--- src/rtl/gpio_led_module.sv ---
// gpio_led_module: self-timed LED progress sequencer showing clock/reset are alive
module gpio_led_module #(
    parameter int PRESCALE = 10
) (
    input  logic clk,
    input  logic rst,
    output logic led1,
    output logic led2,
    output logic led3,
    output logic led4,
    output logic led_done
);
    localparam int CW = PRESCALE > 1 ? $clog2(PRESCALE) : 1;
    localparam logic [CW-1:0] LAST = CW'(PRESCALE - 1);
    typedef enum logic [2:0] {S_IDLE, S_L1, S_L2, S_L3, S_L4, S_DONE} state_t;
    logic [CW-1:0] cnt;
    logic tick;
    state_t state, nxt;
    assign tick = cnt == LAST;
    // free-running prescaler, wraps after PRESCALE-1
    always_ff @(posedge clk or posedge rst)
        if (rst) cnt <= '0;
        else cnt <= tick ? '0 : cnt + 1'b1;
    // one step per tick, DONE is terminal, unused encodings fall back to IDLE
    always_comb
        nxt = state > S_DONE ? S_IDLE :
              (state == S_DONE || !tick) ? state : state_t'(state + 3'd1);
    // state and outputs decoded from the next state so LEDs change on the same edge
    always_ff @(posedge clk or posedge rst)
        if (rst) begin
            state    <= S_IDLE;
            led1     <= 1'b0;
            led2     <= 1'b0;
            led3     <= 1'b0;
            led4     <= 1'b0;
            led_done <= 1'b0;
        end else begin
            state    <= nxt;
            led1     <= nxt >= S_L1;
            led2     <= nxt >= S_L2;
            led3     <= nxt >= S_L3;
            led4     <= nxt >= S_L4;
            led_done <= nxt == S_DONE;
        end
endmodule

--- config.mk ---
export PLATFORM = sky130hd
export DESIGN_NAME = gpio_led_module
export DESIGN_NICKNAME = d
export VERILOG_FILES = /design/src/rtl/gpio_led_module.sv
export SDC_FILE = /design/constraint.sdc
export NUM_CORES = 1
export LEC_CHECK = 0
export BUFFER_PORTS_ARGS = -buffer_cell sky130_fd_sc_hd__buf_2
export CORE_AREA = 2 2 39 41
export CTS_CLUSTER_DIAMETER = 40
export DETAILED_ROUTE_END_ITERATION = 6
export DIE_AREA = 0 0 41 43
export GPL_TIMING_DRIVEN = 1
export HOLD_SLACK_MARGIN = 0.15
export PLACE_DENSITY = 0.68
export SYNTH_ARGS = -nofsm -noshare
export SYNTH_HDL_FRONTEND = slang
export SYNTH_SLANG_ARGS = --single-unit
export TNS_END_PERCENT = 5
--- constraint.sdc ---
create_clock -name clk -period 1.6 [get_ports clk]
set_input_delay 0.16 -clock clk [delete_from_list [all_inputs] [get_ports clk]]
set_output_delay 0.16 -clock clk [all_outputs]
set_load 0.03 [all_outputs]
Word-level counts from Yosys, hierarchy flattened

Index checks and enable logic that the tools add are counted.

Register bits: 12
Bits of input ports: 2
Output and inout port bits: 5
Word-level logic and storage cells: 22

Add/subtract/negate cells: 2
Order comparisons: 5
Equality and inequality tests: 3
Mux-type cells: 3
Reductions and logical operators: 2

Operator list:

| kind                                                                                 | count |
|---|---|
| 3-bit equality test (second input constant)                                          | 2 |
| 3-bit by 2-bit greater-or-equal comparator with 1-bit output (second input constant) | 2 |
| 3-bit two-way mux                                                                    | 2 |
| 4-bit by 1-bit adder with 4-bit output (second input constant)                       | 1 |
| 4-bit equality test (second input constant)                                          | 1 |
| 4-bit two-way mux                                                                    | 1 |
| 3-bit by 1-bit adder with 3-bit output (second input constant)                       | 1 |
| 3-bit by 1-bit greater-or-equal comparator with 1-bit output (second input constant) | 1 |
| 3-bit greater-or-equal comparator (second input constant)                            | 1 |
| 3-bit greater-than comparator (second input constant)                                | 1 |
| 1-bit logical NOT                                                                    | 1 |
| 1-bit logical OR                                                                     | 1 |

Longest topological paths before layout

Depth after elaboration: 6
Depth in mapped cells: 7
Mapped depth without buffers: 6

Worst setup path before layout

Ideal clock, no wire load.

Path type: register -> register
Start point: register state[1]
End point: register led3
Library setup time: 0.125 ns
Data arrival time: 1.279 ns
Data required time: 1.475 ns
Slack: 0.196 ns
Stages on the path, launching flop included: 8
Path buffers: 1
Clock period less this slack: 1.404 ns
Cell sequence: dfrtp_1 > buf_2 > inv_1 > ha_1 > inv_1 > and4b_1 > a31oi_1 > nand2_1

Longest elaborated chain between the ends: 5
Elaborated cells on any way between the ends: 7
Those cells by class: 1 x add/sub; 2 x order compare; 1 x eq/ne; 2 x mux; 1 x reduce/logical

Ends and longest elaborated chain:

| element                                                                        | line | text |
|---|---|---|
| start: declaration                                                             | 18   | `state_t state, nxt;` |
| start signal: assignment                                                       | 38   | `state <= nxt;` |
| branches (longest 3 deep; another with 3-bit by 1-bit adder with 3-bit output) | n/a  |  |
| 3-bit two-way mux *                                                            | 26   | `nxt = state > S_DONE ? S_IDLE :` |
| 3-bit by 2-bit greater-or-equal comparator with 1-bit output *                 | 41   | `led3 <= nxt >= S_L3;` |
| end signal: assignment                                                         | 34   | `led3 <= 1'b0;` |
| end signal: assignment                                                         | 41   |  |
| end: declaration                                                               | 9    | `output logic led3,` |

Mark *: on every way between the ends.

Final worst setup path

Same ends and word-level chain as after synthesis.

==> summary.md <==
| Metric | Value |
|---|---|
| Initial drt markers | `9` |
| Slowest stage cell, crit path | `ha_1` |
| Root Buffer | `clkbuf_4` |
| Area contributors post-synth | `dfrtp_1 43%, inv_1 4.1%, a21oi_1 3.9%` |
| CTS buffer count | `3` |
| Finished layout cell area | `706 µm²` |
| Final hold vios | `0` |
| Fmax | `around 700 MHz` |
| Multi-input gate area | `just over 300 µm²` |
| Worst-Margin Slew | `0.415 ns` |
| Layout Nets | `79` |
| Synth cell types | `30` |
| Worst EP arrival | `1.60 ns` |
| Final worst path period share | `0.908` |
| Pleak | `0.000333 µW` |
| Chip height | `about 43 µm` |
| Vias/cell | `5.59` |
| CP max stage delay | `0.38 ns` |
| Die W | `~40 µm` |
| Max-cap violations | `0` |
| Area delta synth->final | `11.2%` |
| Initial core utilization | `0.458` |
| First-pass GRT wire length | `1790 µm` |
| Core Region | `0.00138 mm²` |
| Detailed placer's ending HPWL | `808 µm` |
| Post-synthesis sequential area ratio | `0.434` |
| Clk slew on worst S/H paths | `approximately 0.070 ns` |
| Placed Cells | `85` |
| Cell Area, Synth | `around 630 µm²` |
| Syn_nets | `69` |
| Cell area power density | `between 600 and 700 mW/mm²` |
| Post-CTS sizing | `0` |
| Ports | `7` |
| Hold WC Path Type | `in2async` |
| R2R Path End | `led3` |
| Final ANT Viol Nets | `0` |
| Pin count of the biggest net entering global routing | `16` |
| Top cell type's share of synthesized area | `0.434` |
| Max rail drop VDD | `0.000310 V` |
| Wirelength per Cell | `around 12 µm` |
| Async SR Flop Fraction | `1.00` |
| Total grt overflow | `0` |
| Top-count cell post-synth | `dfrtp_1` |
| Ys Warns | `0` |
| Register bit total from synthesis | `11` |
| Status | `complete, no violations` |
| Reg area | `around 280 µm²` |
| Synthesized instance count | `65` |
| Prevailing post-synth register cell | `dfrtp_1` |
| Worst-path fanout max | `5` |
| CP endpoint kind | `flop` |
| Gr usage total | `0.152` |
| CP most frequent cell | `inv_1` |
| Crit-path cells | `inv_1 > ha_1 > inv_1 > and4b_1 > a31oi_1 > nand2_1` |
| Number of cells on the worst reg-to-reg path | `6` |
| Total Power | `about 470 µW` |
| Final setup viols | `0` |
| Residual DRC | `0` |
| WS Path Type | `reg2reg` |
| Clock Sinks | `11` |
| Area post-placement | `669 µm²` |
| Clk_skew | `0.00256 ns` |
| Final wirelength | `1090 µm` |
| CTS Buffer Depth | `2` |
| Post-CTS Setup Bufs | `0` |
| Synth top cells by count | `11 x dfrtp_1, 7 x inv_1, 5 x a21oi_1, 5 x nand2_1, 4 x o21ai_1` |
| First-pass iteration count of the detailed router | `4` |
| Critical Path RT | `1.75 ns` |
| CTS tree | `built` |
| Final Critical Period | `1.45 ns` |
| Reg2reg start | `state[1]` |
| Crit start category | `flop` |
| Share of cells above drive strength 1 | `0.216` |
| Avg Inst Size Synth | `9.76 µm²` |
| Setup repair after global routing missed its margin | `false` |
| CP top delay family | `adder cells` |
| Area leader, netlist | `dfrtp_1` |
| Ant. Diodes | `0` |
| Worst-skew pair later-pin latency | `0.26 ns` |
| Total vias in the final route | `503` |
| Number of flops mapped to enable cells by yosys | `0` |
| Routability congestion estimate | `approximately 0.74` |
| Die ar. | `0.00176 mm²` |
| Setup Total Neg Slack | `0 ns` |
| Relative slew slack | `0.723` |
| Fillers | `roughly 130` |
| Fin cells | `90` |
| Vias in the first global route | `429` |
| Clock H-tree levels | `1` |
| Final-report max-slew violation count | `0` |
| FF-to-FF setup slack | `0.15 ns` |
| CP Buf/Inv Count | `2` |
| FP Rows | `14` |
| Port Buffer Count | `6` |
| Initial antenna violation count | `0` |
-- repair_timing --
action	CTS	global route
hold buffers	1	0
endpoints found under the hold margin	11	0
setup endpoints to repair	0	0
-- report_power, final --
| group | internal, µW | leakage (µW) | switching, µW |
|---|---|---|---|
| sequential | 278 | 0.000125 | 0 |
| clock | 96.3 | 0.0000150 | 88.9 |
| combinational | 2.59 | 0.000193 | 5.63 |
| total | 377 | 0.000333 | 94.5 |
-- worst min-delay path, cell delays in order --
cell           delay (ns)
dlygate4sd3_1        0.53
buf_2                0.12
inv_1                0.31
-- cell usage in the layout (no fill, tap or decap), types with 2 or more instances in the layout --
cell type  count
o21ai_1        4
clkbuf_4       3
xnor2_1        2
nand2b_1       2
inv_1          7
ha_1           2
buf_4          2
buf_2          6
dfrtp_1       11
nor2_1         2
nand2_1        5
a21oi_1        5
o21ai_0        3
-- worst max-delay path by stage --
stage / start / end / slack, ns / cells past startpoint
global placement: cnt[2] / led3 / 0.19 / 4
floorplan: state[1] / led3 / 0.20 / 7
CTS: cnt[2] / led3 / 0.16 / 4
global route: state[1] / led3 / 0.07 / 6
finish: state[1] / led3 / 0.15 / 6
detailed placement: cnt[2] / led3 / 0.17 / 4
-- per-stage QoR --
| stage | setup slack [ns] | util | hold slack, ns |
|---|---|---|---|
| after floorplan | 0.196 | - | 0.0124 |
| after global placement | 0.191 | 0.484 | 0.165 |
| after detailed placement | 0.168 | 0.484 | 0.178 |
| after CTS | 0.157 | 0.510 | 0.441 |
| after global routing | 0.0750 | 0.510 | 0.480 |
| final | 0.148 | 0.510 | 0.423 |
-- layout make-up --
cell class / instances / share of cell area
repair buffers: 9 / 0.0780
inverters: 7 / 0.0372
flip-flops and latches: 11 / 0.390
multi-input cells: 43 / 0.429
clock buffers: 4 / 0.0372
well taps: 16 / 0.0284
-- kinds of logic (layout without fill, tap and decap cells) --
logic type                 after synthesis  in the layout  synth area share
xor gates and xnor gates                 2              2            0.0276
AOI/OAI and AO/OA                       22             22             0.221
and+or+nand+nor                         15             15             0.156
muxes                                    2              2            0.0335
buffers and inverters                   11             20            0.0888
DFF                                     11             11             0.434
adders and majority gates                2              2            0.0394
-- state kept, by name, summed over array words and instances, names as in the netlist --
register,flops
state,2
led4,1
led2,1
led3,1
led_done,1
led1,1
cnt,4
-- per-layer routing --
metal | vias up | part of all wire | track usage
met5 | - | 0 | 0
met4 | 0 | 0.013 | 0.0800
met3 | 2 | 0.030 | 0.0471
met2 | 13 | 0.51 | 0.222
met1 | 237 | 0.45 | 0.191
li1 | 251 | - | -
Power figures use the tool's default switching activity.
